--- src/rtl/operand_fetch_pkg.sv ---
// Shared enums for the operand-fetch path: operand source encoding from the
// decoder and the fetch FSM state, exposed so benches can probe the state.
package operand_fetch_pkg;

  localparam int DATA_W = 8;

  typedef enum logic [1:0] {
    SRC_IMMEDIATE = 2'd0,
    SRC_REG       = 2'd1,
    SRC_MEM_ADDR  = 2'd2,
    SRC_INDIRECT  = 2'd3
  } data_src_t;

  typedef enum logic [1:0] {
    FS_IDLE    = 2'd0,
    FS_RD_PTR  = 2'd1,
    FS_RD_DATA = 2'd2,
    FS_DONE    = 2'd3
  } fetch_state_t;

  // State entered from idle when a request of the given source is accepted.
  function automatic fetch_state_t first_state(input data_src_t src);
    case (src)
      SRC_MEM_ADDR: first_state = FS_RD_DATA;
      SRC_INDIRECT: first_state = FS_RD_PTR;
      default:      first_state = FS_DONE;
    endcase
  endfunction

  function automatic logic needs_mem(input data_src_t src);
    needs_mem = (src == SRC_MEM_ADDR) || (src == SRC_INDIRECT);
  endfunction

endpackage

--- src/rtl/operand_fetch.sv ---
// Operand-fetch unit: performs zero, one or two memory reads depending on the
// operand source and hands the fetched byte to execute with valid/ack.
//
// state      | meaning
// FS_IDLE    | ready for a decoder request
// FS_RD_PTR  | reading the pointer for an indirect operand
// FS_RD_DATA | reading the operand byte
// FS_DONE    | operand presented, waiting for operand_ack
module operand_fetch
  import operand_fetch_pkg::*;
#(
  parameter int WIDTH = DATA_W
) (
  input  logic             clk,
  input  logic             rst_n,
  input  logic             start,
  output logic             ready,
  input  data_src_t        source,
  input  logic [WIDTH-1:0] id_operand,
  output logic [WIDTH-1:0] mem_addr,
  output logic             mem_rd,
  input  logic [WIDTH-1:0] mem_rdata,
  input  logic             mem_rvalid,
  output logic [WIDTH-1:0] mem_data,
  output logic             operand_valid,
  input  logic             operand_ack
);

  fetch_state_t state;

  always_ff @(posedge clk or negedge rst_n) begin
    if (!rst_n) begin
      state    <= FS_IDLE;
      mem_addr <= '0;
      mem_data <= '0;
    end else begin
      case (state)
        FS_IDLE: begin
          if (start) begin
            state <= first_state(source);
            if (needs_mem(source)) mem_addr <= id_operand;
          end
        end
        // The pointer becomes the next address; mem_rd stays high so the
        // data read goes out on the following cycle without a gap.
        FS_RD_PTR: begin
          if (mem_rvalid) begin
            mem_addr <= mem_rdata;
            state    <= FS_RD_DATA;
          end
        end
        FS_RD_DATA: begin
          if (mem_rvalid) begin
            mem_data <= mem_rdata;
            state    <= FS_DONE;
          end
        end
        FS_DONE: begin
          if (operand_ack) state <= FS_IDLE;
        end
        default: state <= FS_IDLE;
      endcase
    end
  end

  assign ready         = (state == FS_IDLE);
  assign mem_rd        = (state == FS_RD_PTR) || (state == FS_RD_DATA);
  assign operand_valid = (state == FS_DONE);

  a_no_rd_when_idle: assert property (@(posedge clk) disable iff (!rst_n)
    (state == FS_IDLE || state == FS_DONE) |-> !mem_rd);

  a_hold_until_ack: assert property (@(posedge clk) disable iff (!rst_n)
    (operand_valid && !operand_ack) |=> (operand_valid && $stable(mem_data)));

endmodule
--- config.mk ---
export PLATFORM = sky130hd
export DESIGN_NAME = operand_fetch
export DESIGN_NICKNAME = d
export VERILOG_FILES = /design/src/rtl/operand_fetch_pkg.sv /design/src/rtl/operand_fetch.sv
export SDC_FILE = /design/constraint.sdc
export NUM_CORES = 1
export LEC_CHECK = 0
export ABC_AREA = 1
export CAP_MARGIN = 10
export CELL_PAD_IN_SITES_DETAIL_PLACEMENT = 1
export CELL_PAD_IN_SITES_GLOBAL_PLACEMENT = 1
export CORE_ASPECT_RATIO = 0.5
export CORE_MARGIN = 2
export CORE_UTILIZATION = 25
export CTS_CLUSTER_SIZE = 8
export DETAILED_ROUTE_END_ITERATION = 7
export PLACE_DENSITY_LB_ADDON = 0.1
export SYNTH_ARGS = -nofsm -noshare
export SYNTH_HDL_FRONTEND = slang
export SYNTH_SLANG_ARGS = --single-unit
--- constraint.sdc ---
create_clock -name clk -period 1.2 [get_ports clk]
set_input_delay 0.24 -clock clk [delete_from_list [all_inputs] [get_ports clk]]
set_output_delay 0.24 -clock clk [all_outputs]
set_load 0.03 [all_outputs]
* Word-level counts from Yosys, hierarchy flattened
Index checks and enable logic that the tools add are counted.
** Word-level totals
- Flip-flop bits (word level) :: 18
- Logic and storage cells :: 30
- Output and inout bits :: 19
- Memories :: 0
- Bits in writable memories :: 0
- ROM bits :: 0
- Bits in latches :: 0
** Operators by class
- Eq/ne operators :: 10
- Reductions and logical operators :: 7
- Shifts and indexed selects :: 0
- Magnitude comparators :: 0
- Muxes and demuxes :: 10
- Bitwise logic cells :: 0
- Multipliers :: 0
- Add/subtract/negate cells :: 0
- Div/mod/pow operators :: 0
** Operator list (number)
- $mux 8 :: 3
- $pmux 8 s2 :: 1
- $eq 2x2->1 const B :: 4
- $mux 2 :: 4
- $pmux 2 s4 :: 1
- $reduce_and 4->1 :: 2
- $ne 2x2->1 const B :: 3
- $ne 2x1->1 const B :: 2
- $pmux 2 s2 :: 1
- $eq 2x1->1 const B :: 1
- $logic_not 2->1 :: 1
- $logic_or 1x1->1 :: 2
- $reduce_and 2->1 :: 1
- $reduce_bool 2->1 :: 1

* Longest topological paths before layout
Gate-level depths: netlist of run 1.
- Word-level depth :: 5
- Gate-level depth with buffers :: 8
- Mapped depth without buffers :: 8

* Least setup slack after synthesis of run 1
OpenSTA, ideal clock, no wires.
- Kind :: reg-to-reg
- From :: register state[0]
- To :: register mem_addr[0]
- Setup slack :: -0.322 ns
- Buffers on the path :: 0
- Arrival :: 1.404 ns
- Data required time :: 1.082 ns
- Library setup time :: 0.118 ns
- Period minus slack after synthesis :: 1.522 ns
- Cell stages (with the launch flop) :: 8
- Cells stage by stage :: dfrtp_1 -> inv_1 -> ha_1 -> nand2_1 -> o21ai_4 -> nand2_4 -> nand2_1 -> nand2_1
** Between the ends
- Longest elaborated chain between the ends :: 3
- Elaborated cells on any way between the ends :: 8
- Classes of those cells :: eq/ne (4); mux (1); reduce/logical (3)
** RTL lines
- from (decl) :: RTL line operand_fetch.sv:29 : fetch_state_t state;
- from (signal assigned) :: RTL line operand_fetch.sv:40 : state <= first_state(source);
- $logic_not 2->1 (*)
- via ready :: RTL line operand_fetch.sv:17 : output logic ready,
- $ne 2x1->1 (no line) (tied with other cells)
- $reduce_and 4->1 (no line)
- to (signal assigned) :: RTL line operand_fetch.sv:41 : if (needs_mem(source)) mem_addr <= id_operand;
- to (signal assigned) :: RTL line operand_fetch.sv:48 : mem_addr <= mem_rdata;
- to (decl) :: RTL line operand_fetch.sv:20 : output logic [WIDTH-1:0] mem_addr,
The timed path passes the listed nets; every way through them passes the cells marked *.
A chain may end at the register's enable or synchronous reset.

* Worst setup path in the final report of run 1
- From :: register state[0]
- To :: output port mem_rd
** Between the ends
- Longest elaborated chain between the ends :: 2
- Elaborated cells on any way between the ends :: 3
- Classes of those cells :: eq/ne (2); reduce/logical (1)
** RTL lines
- $eq 2x1->1 / $eq 2x2->1 (equally long branches) :: RTL line operand_fetch.sv:67 : assign mem_rd = (state == FS_RD_PTR) || (state == FS_RD_DATA);
- $logic_or 1x1->1 (*) :: RTL line operand_fetch.sv:67
- to (decl) :: RTL line operand_fetch.sv:21 : output logic mem_rd,
Every way passes the cells marked *; elsewhere a longest branch is shown, timed or not.

==> results.cfg, run 1 <==
[run_status]
outcome = finished, violations left
violations = negative setup slack

[power_and_ir_drop]
p_per_area_mw_per_mm2 = 2882
tot_pwr_mw = 5.084
worst_ir_drop_vdd_v = 0.001352
power_leakage_nw = 0.8572

[sta]
timing.final.crit_share_pct = 120.2
setup_slack_ns = -0.2420
timing_hold_violations_final = 0
least_margin_pin_slew_ns = 0.2597
max_freq_mhz = 693.5
slew_headroom_pct = 82.69
slew_violations = 0
final.min_clock_period_ns = 1.442
clock_skew_ns = 0.001003
rsz0062_at_grt = yes
final_setup_violation_count = 21

[clock_network]
cts.sink_count = 18
clk_path_buf_depth = 2
tritoncts = done
h-tree-depth = 1
clkTransAtPathRegs_ns = 0.07
clock_tree.root_cell = sky130_fd_sc_hd__clkbuf_8
clk_lat_worst_skew_ns = 0.26
numCtsBuffers = 3

[critical_path]
max_stage_delay_ns = 0.47
critical_path_class = reg2out
crit-reg2reg-capture = mem_addr[1]
setup.reg_to_reg.worst_slack_ns = -0.20
worstSetupStartpointType = flip-flop
crit_path_start = state[0]
worst_setup_path_end_kind = output port
r2r_start = state[0]
worst_path_slowest_cell = sky130_fd_sc_hd__dfrtp_2
list_of_cells_traversed_by_the_critical_path = inv_4 > ha_4 > buf_6
worstPathArrival_ns = 1.20
reg2regPathDepth = 8
worstPathRequired_ns = 0.96
crit_path_max_fanout = 4
setup.worst_path.end = mem_rd

[drt]
drt_first_iter_violations = 16
vias = 973
detailedRoute.firstPassIterationCount = 4
ant_nets = 0
routed_wirelength_um = 2934
route.detailed.vias_per_inst = 4.249
remaining_drc_errors = 0
detail_route.wl_per_cell_um = 12.81

[final_layout]
drive_gt1_share_pct = 41.57
postLayoutCoreUtil_pct = 50.00
final.fill_count = 457
synthToLayoutAreaGrowth_pct = 85.77
fin_area_mm2 = 0.001764
antenna_cells = 0
numnets_final = 207

[placed_design]
port_buffers = 41
hpwl_um = 2126
gpl.final_weighted_congestion = 0.7039
place_ws_ns = -0.1962
dpl_cell_area_mm2 = 0.001478

[logic_synthesis]
ys.warnings.count = 0
synthDistinctLibCells = 13
syn_nets = 151
synth_cells = 123
synth_seq_cells = 18
synth.yosys.seq_area_share_pct = 47.43
postSynthAreaPerCell_um2 = 7.721
syn-cell-area_um2 = 949.7

[grt]
grt_overflow_total = 0
grt_antenna_before_repair = 0
groute.usage.overall_pct = 13.34
pin_count_of_the_biggest_net_entering_global_routing = 19
grt_pass1_vias = 983
grt_first_pass_wirelength_um = 4402

[floorplan]
die_area_mm2 = 0.004337
num_rows = 15
chipWidth_um = 91.16
floorplan.io_pins = 42
chip_height_um = 47.58
core_mm2 = 0.003528
effective_utilization_at_floorplan_pct = 26.91

[run]
max_cap_viol_count = 0

[min_path]
timing.hold.worst.class = in2async
[metrics by stage]
stage | std cells | hold slack [ns] | setup TNS [ns]
after floorplan | 123 | -0.05559 | -0.6873
after global placement | 220 | 0.4605 | -2.398
after detailed placement | 220 | 0.4680 | -2.733
after CTS | 225 | 0.3339 | -2.294
after global routing | 229 | 0.3605 | -4.475
final | 229 | 0.3313 | -2.956
[layer usage]
layer / share of wire (%) / track usage (%) / vias up / wire [um]
met3: 5.6 / 4.252 / 3 / 165
met1: 44 / 15.01 / 452 / 1293
li1: - / - / 491 / -
met2: 50 / 25.93 / 27 / 1461
met5: 0 / 0 / - / 0
met4: 0.44 / 3.636 / 0 / 13
[where the power goes]
part / leakage (nW) / switching, mW / total (mW) / internal (mW)
registers: 0.223 / 0.242 / 1.15 / 0.906
logic: 0.606 / 1.90 / 3.42 / 1.51
clock network: 0.0288 / 0.228 / 0.520 / 0.292
[cells in the final DEF (no fill, tap or decap)]
cell type / n
sky130_fd_sc_hd__clkdlybuf4s50_1: 22
sky130_fd_sc_hd__o21ai_4: 1
sky130_fd_sc_hd__nor2_2: 1
sky130_fd_sc_hd__inv_2: 1
sky130_fd_sc_hd__inv_1: 12
sky130_fd_sc_hd__nand2_2: 15
sky130_fd_sc_hd__ha_4: 5
sky130_fd_sc_hd__clkinv_4: 1
sky130_fd_sc_hd__o21ai_2: 6
sky130_fd_sc_hd__nand3_1: 9
sky130_fd_sc_hd__buf_12: 3
sky130_fd_sc_hd__o21ai_0: 5
sky130_fd_sc_hd__buf_4: 20
sky130_fd_sc_hd__dfrtp_2: 1
sky130_fd_sc_hd__clkbuf_8: 4
sky130_fd_sc_hd__nand2_4: 5
sky130_fd_sc_hd__dfrtp_1: 17
sky130_fd_sc_hd__inv_4: 2
sky130_fd_sc_hd__o21ai_1: 6
sky130_fd_sc_hd__nand2_8: 2
sky130_fd_sc_hd__nand2_1: 33
sky130_fd_sc_hd__buf_6: 7
[cell usage after synthesis, drive strengths merged]
library cell	instances	area share (%)
nand2	54	22
o21ai	18	11
nand3	9	4.7
buf	2	1.7
nor2	1	0.39
dfrtp	18	47
inv	16	6.3
ha	5	6.6
[cell families (layout without fill, tap and decap cells)]
logic type,Yosys count,count (layout),share of synthesized area [%]
AO/OA/AOI/OAI,18,18,10.67
adder cells (fa/ha/maj),5,5,6.588
buffers and inverters,18,72,8.037
flip-flops,18,18,47.43
AND/OR/NAND/NOR,64,65,27.27
[worst max-delay path, delay by kind of cell (launching register included)]
kind	cells	cell delay (ns)
adder cells (fa/ha/maj)	1	0.27
buffers and inverters	2	0.20
flip-flops	1	0.47
[sequential cells by signal (all words and copies together), names as in the netlist]
name      count
mem_addr      8
mem_data      8
state         2
[worst min-delay path by stage]
stage                      from     endpoint  slack, ns
global placement    mem_addr[3]  mem_addr[3]       0.46
detailed placement  mem_addr[5]  mem_addr[5]       0.47
finish                    rst_n     state[1]       0.33
floorplan                 rst_n  mem_addr[0]      -0.06
CTS                       rst_n     state[1]       0.33
global route              rst_n  mem_data[7]       0.36
[timing repair]
| action | CTS | global route |
|---|---|---|
| resized for setup | 16 | 40 |
| setup buffers | 1 | 3 |
| setup endpoints to repair | 21 | 21 |
| endpoints found under the hold margin | 0 | 0 |
| hold buffers | 0 | 0 |
| cloned | 0 | 1 |
| pin swaps | 4 | 9 |
[cell type report]
cell class | count | area [um^2] | share of cell area (%)
multi-input cells | 88 | 614.3 | 34.82
repair buffers | 52 | 509.2 | 28.87
inverters | 16 | 70.07 | 3.972
clock buffers | 4 | 55.05 | 3.121
well taps | 51 | 63.81 | 3.617
flip-flops and latches | 18 | 451.7 | 25.60
Power figures use the tool's default switching activity.
==> inputs of run 2 (changes only) <==
Settings changed: CORE_ASPECT_RATIO 0.5 to not set.
==> run 2 against run 1 <==
  * The run still ends with negative setup slack left
  * Die area shrank 0.68%
  * Count of clock-buffer cells in the layout did not move
  * Critical endpoint is now ready
  * Highest routed layer unchanged
  * Maximum frequency down 2.3%
  * Clock skew rose by 0.0032 ns
==> results.cfg, run 2 (synthesized netlist as in run 1, its figures left out) <==
[run_status]
outcome = finished, violations left
violations = negative setup slack

[power_and_ir_drop]
p_per_area_mw_per_mm2 = 2924
power_leakage_nw = 0.8739
tot_pwr_mw = 5.166
worst_ir_drop_vdd_v = 0.001452

[drt]
ant_nets = 0
route.detailed.vias_per_inst = 4.401
detail_route.wl_per_cell_um = 13.74
drt_first_iter_violations = 18
detailedRoute.firstPassIterationCount = 3
remaining_drc_errors = 0
routed_wirelength_um = 3188
vias = 1021

[final_layout]
top_regs = mem_addr (8), mem_data (8), state (2)
final.fill_count = 435
layout.area.seq_um2 = 451.7
drive_gt1_share_pct = 35.87
numnets_final = 213
multiInputGateArea_um2 = 571.8
postLayoutCoreUtil_pct = 48.26
most-common-layout-cells = sky130_fd_sc_hd__nand2_1, sky130_fd_sc_hd__buf_4, sky130_fd_sc_hd__clkdlybuf4s50_1
synthToLayoutAreaGrowth_pct = 86.03
layout.cells.most_common = sky130_fd_sc_hd__nand2_1
antenna_cells = 0

[placed_design]
gpl.final_weighted_congestion = 0.7488
hpwl_um = 2270
place_ws_ns = -0.2068
port_buffers = 41

[floorplan]
chip_height_um = 65.64
chipWidth_um = 65.64
effective_utilization_at_floorplan_pct = 25.94
num_rows = 22
core_mm2 = 0.003661
die_area_mm2 = 0.004308
floorplan.io_pins = 42

[sta]
max_freq_mhz = 677.3
slew_headroom_pct = 83.91
final_setup_violation_count = 13
final.min_clock_period_ns = 1.477
timing.final.crit_share_pct = 123.0
rsz0062_at_grt = yes
setup_slack_ns = -0.2765
timing_hold_violations_final = 0
fin_setup_tns_ns = -2.988
clock_skew_ns = 0.004157
slew_violations = 0
least_margin_pin_slew_ns = 0.2389

[critical_path]
r2r_start = state[1]
list_of_cells_traversed_by_the_critical_path = inv_2 > buf_12 > ha_4 > buf_6 > buf_6
worstPathArrival_ns = 1.24
max_stage_delay_ns = 0.38
worstSetupStartpointType = flip-flop
crit_path_max_fanout = 2
critPathBufInv = 4
worstPathRequired_ns = 0.96
path_common_cell = sky130_fd_sc_hd__buf_6
critical_path_class = reg2out
worst_path_slowest_cell = sky130_fd_sc_hd__dfrtp_1
crit_path_start = state[1]
worst_setup_path_end_kind = output port
critical-path-top-delay-family = buffers and inverters

[clock_network]
clkTransAtPathRegs_ns = 0.07
clock_tree.root_cell = sky130_fd_sc_hd__clkbuf_8
h-tree-depth = 1
tritoncts = done
numCtsBuffers = 3
cts.sink_count = 18
clk_path_buf_depth = 2
clk_lat_worst_skew_ns = 0.26

[grt]
groute.usage.overall_pct = 15.80
pin_count_of_the_biggest_net_entering_global_routing = 19
grt_overflow_total = 0
grt_first_pass_wirelength_um = 4968
grt_antenna_before_repair = 0
grt_pass1_vias = 1095

[min_path]
timing.hold.worst.class = in2async

[run]
max_cap_viol_count = 0
## run 2: what timing repair did
action,in CTS,in global routing
hold buffers,0,0
gates resized for setup,32,6
endpoints found under the setup margin,21,18
buffers inserted,7,0
cloned,1,0
pin swaps,7,8
## run 2: cell type report
type / count / area share, %
multi-input combinational: 87 / 32.37
timing repair buffer: 58 / 30.88
sequential: 18 / 25.57
inverter: 16 / 4.249
tap: 48 / 3.399
clock buffer: 4 / 3.116
timing repair inverter: 1 / 0.4249
## run 2: per-layer routing
metal	GRT usage [%]	routed length, um
met1	17.02	1226
met2	30.18	1785
met3	1.541	112
met4	7.813	64
met5	0	0
## run 2: path summary, 6_finish.rpt
path	endpoint	slack [ns]	depth (start not counted)
min in group clk	mem_addr[0]	0.48	2
worst min-delay path	mem_addr[4]	0.31	2
worst min register to register	mem_addr[0]	0.48	2
worst max register to register	mem_addr[2]	-0.26	8
max in group asynchronous	state[0]	0.67	2
worst max-delay path	ready	-0.28	5
## run 2: worst register-to-register path, delay by kind of cell (launching register included)
family / cells / cell delay (ns)
DFF: 1 / 0.38
buffers and inverters: 3 / 0.33
and+or+nand+nor: 3 / 0.26
AOI/OAI and AO/OA: 1 / 0.22
adders and majority gates: 1 / 0.17
## run 2: per-stage QoR
stage	hold WS (ns)	instances	area, um^2
after global placement	0.4619	220	1484
after floorplan	-0.05559	123	989.7
after global routing	0.3411	232	1767
after detailed placement	0.4684	220	1484
after CTS	0.3260	232	1739
final	0.3106	232	1767
## run 2: power breakdown
group / total, mW / internal, mW / leakage [nW] / switching, mW
logic: 3.55 / 1.57 / 0.622 / 1.98
clock network: 0.517 / 0.292 / 0.0288 / 0.225
registers: 1.10 / 0.906 / 0.223 / 0.197
total: 5.17 / 2.76 / 0.874 / 2.40
==> inputs of run 3 (changes only) <==
Settings changed: CAP_MARGIN 10 to not set, GPL_TIMING_DRIVEN set to 0.
==> run 3 against run 2 <==
  * The flow still finishes with violations (negative setup slack)
  * Combinational power shrank 8.2%
  * Sequential cell count is the same
  * Clock skew is essentially flat
  * Count of clock-buffer cells in the layout is the same
  * Die area is the same
  * Sequential power is essentially flat
  * Worst hold slack lost 0.23 ns
  * Maximum frequency grew 2.8%
  * Clock power shrank 2%
  * First-iteration DRC count shrank 28%
  * Critical endpoint is now mem_rd
  * Highest routed layer unchanged
==> results.cfg, run 3 (synthesized netlist as in run 1, its figures left out) <==
[run_status]
outcome = finished, violations left
violations = negative setup slack

[critical_path]
max_stage_delay_ns = 0.43
critPathBufInv = 2
crit-reg2reg-capture = mem_addr[4]
critical-path-top-delay-family = flip-flops
setup.reg_to_reg.worst_slack_ns = -0.21
worstPathRequired_ns = 0.96
worstSetupStartpointType = flip-flop
critical_path_class = reg2out
list_of_cells_traversed_by_the_critical_path = inv_2 > ha_4 > buf_6
reg2regPathDepth = 7
worst_path_slowest_cell = sky130_fd_sc_hd__dfrtp_1
worstPathArrival_ns = 1.20
crit_path_max_fanout = 4
r2r_start = state[1]
worst_setup_path_end_kind = output port

[sta]
slew_headroom_pct = 42.05
worst_hold_slack_ns = 0.08342
timing_hold_violations_final = 0
final.min_clock_period_ns = 1.436
least_margin_pin_slew_ns = 0.8678
max_freq_mhz = 696.5
rsz0062_at_grt = yes
clock_skew_ns = 0.003664
setup_slack_ns = -0.2357
final_setup_violation_count = 21
timing.final.crit_share_pct = 119.6
slew_violations = 0

[grt]
grt_pass1_vias = 1120
groute.usage.overall_pct = 15.53
grt_overflow_total = 0
grt_antenna_before_repair = 0
pin_count_of_the_biggest_net_entering_global_routing = 19
grt_first_pass_wirelength_um = 5037

[final_layout]
layout.cells.most_common = sky130_fd_sc_hd__nand2_1
most-common-layout-cells = sky130_fd_sc_hd__nand2_1, sky130_fd_sc_hd__clkdlybuf4s50_1, sky130_fd_sc_hd__dfrtp_1
numnets_final = 211
drive_gt1_share_pct = 39.56
antenna_cells = 0
synthToLayoutAreaGrowth_pct = 81.55
top_regs = mem_addr (8), mem_data (8), state (2)

[clock_network]
h-tree-depth = 1
clk_path_buf_depth = 2
cts.sink_count = 18
tritoncts = done
cts_hold_buf = 0
clock_tree.root_cell = sky130_fd_sc_hd__clkbuf_8
clk_lat_worst_skew_ns = 0.25
numCtsBuffers = 3
clkTransAtPathRegs_ns = 0.07

[drt]
routed_wirelength_um = 3093
detail_route.wl_per_cell_um = 13.45
drt_first_iter_violations = 13
detailedRoute.firstPassIterationCount = 4
vias = 1005
route.detailed.vias_per_inst = 4.370
ant_nets = 0
remaining_drc_errors = 0

[min_path]
timing.hold.worst.class = in2async

[power_and_ir_drop]
power_leakage_nw = 0.8651
worst_ir_drop_vdd_v = 0.001239
p_per_area_mw_per_mm2 = 2837

[run]
max_cap_viol_count = 0

[floorplan]
die_area_mm2 = 0.004308
core_mm2 = 0.003661
floorplan.io_pins = 42
chip_height_um = 65.64
num_rows = 22
chipWidth_um = 65.64
effective_utilization_at_floorplan_pct = 25.94

[placed_design]
gpl.final_weighted_congestion = 0.7590
place_ws_ns = -0.5520
hpwl_um = 2117
port_buffers = 41
run 3: cell count changes in the layout (fill, tap and decap cells not counted), moves of 3 or more:
cell                              delta
sky130_fd_sc_hd__buf_2               +9
sky130_fd_sc_hd__buf_6               +3
sky130_fd_sc_hd__o21ai_0             -8
sky130_fd_sc_hd__clkdlybuf4s15_2     +7
sky130_fd_sc_hd__nand2_8             -3
sky130_fd_sc_hd__nand2_4             +3
sky130_fd_sc_hd__nand2_1             -8
sky130_fd_sc_hd__nand2_2             +8
sky130_fd_sc_hd__o21ai_1             +7
sky130_fd_sc_hd__buf_4              -19
run 3: metal layers:
metal,GRT usage (%),routed length (um)
met4,6.250,57
met3,1.370,117
met2,29.55,1681
met1,17.52,1237
met5,0,0
run 3: report_power, final:
| part | total (mW) | switching [mW] | leakage, nW | internal [mW] |
|---|---|---|---|---|
| registers | 1.12 | 0.218 | 0.223 | 0.906 |
| logic | 3.26 | 1.88 | 0.613 | 1.38 |
| clock network | 0.509 | 0.217 | 0.0288 | 0.292 |
| total | 4.89 | 2.32 | 0.865 | 2.58 |
run 3: layout make-up:
type / count / area (um^2)
Fill cell: 451 / 1937
Multi-Input combinational cell: 87 / 556.8
Timing Repair Buffer: 54 / 500.5
Sequential cell: 18 / 451.7
Inverter: 16 / 70.07
Tap cell: 48 / 60.06
Clock buffer: 4 / 55.05
Buffer: 2 / 22.52
Timing Repair inverter: 1 / 7.507
run 3: worst max path at each step:
| stage | start | cells past startpoint | end |
|---|---|---|---|
| 6_report | state[1] | 3 | mem_rd |
| 5_1_grt | state[1] | 7 | mem_addr[4] |
| 4_1_cts | state[1] | 3 | mem_rd |
| 3_5_place_dp | state[0] | 3 | mem_rd |
| 3_3_place_gp | state[0] | 3 | mem_rd |
| 2_1_floorplan | state[1] | 7 | mem_addr[0] |
run 3: stage by stage:
stage | utilization [%] | std cells | power [mW] | TNS, ns | area [um^2]
floorplan | - | 123 | 2.815 | -0.6873 | 989.7
global placement | 39.88 | 212 | 3.727 | -7.781 | 1460
detailed placement | 39.88 | 212 | 3.791 | -9.286 | 1460
CTS | 46.65 | 228 | 4.782 | -2.206 | 1708
global route | 47.10 | 230 | 5.264 | -4.422 | 1724
finish | 47.10 | 230 | 4.891 | -3.026 | 1724
run 3: worst reg2reg max path: stages, from the launching register on:
cell                      delay (ns)
sky130_fd_sc_hd__dfrtp_1        0.43
sky130_fd_sc_hd__inv_2          0.15
sky130_fd_sc_hd__ha_4           0.19
sky130_fd_sc_hd__inv_6          0.05
sky130_fd_sc_hd__o21ai_4        0.24
sky130_fd_sc_hd__nand2_4        0.12
sky130_fd_sc_hd__nand2_1        0.08
sky130_fd_sc_hd__nand2_1        0.05
run 3: timing repair:
| action | in CTS | in global routing |
|---|---|---|
| endpoints found under the setup margin | 37 | 30 |
| gates cloned | 2 | 0 |
| setup buffers | 10 | 2 |
| pin swaps | 9 | 6 |
| resized for setup | 102 | 35 |
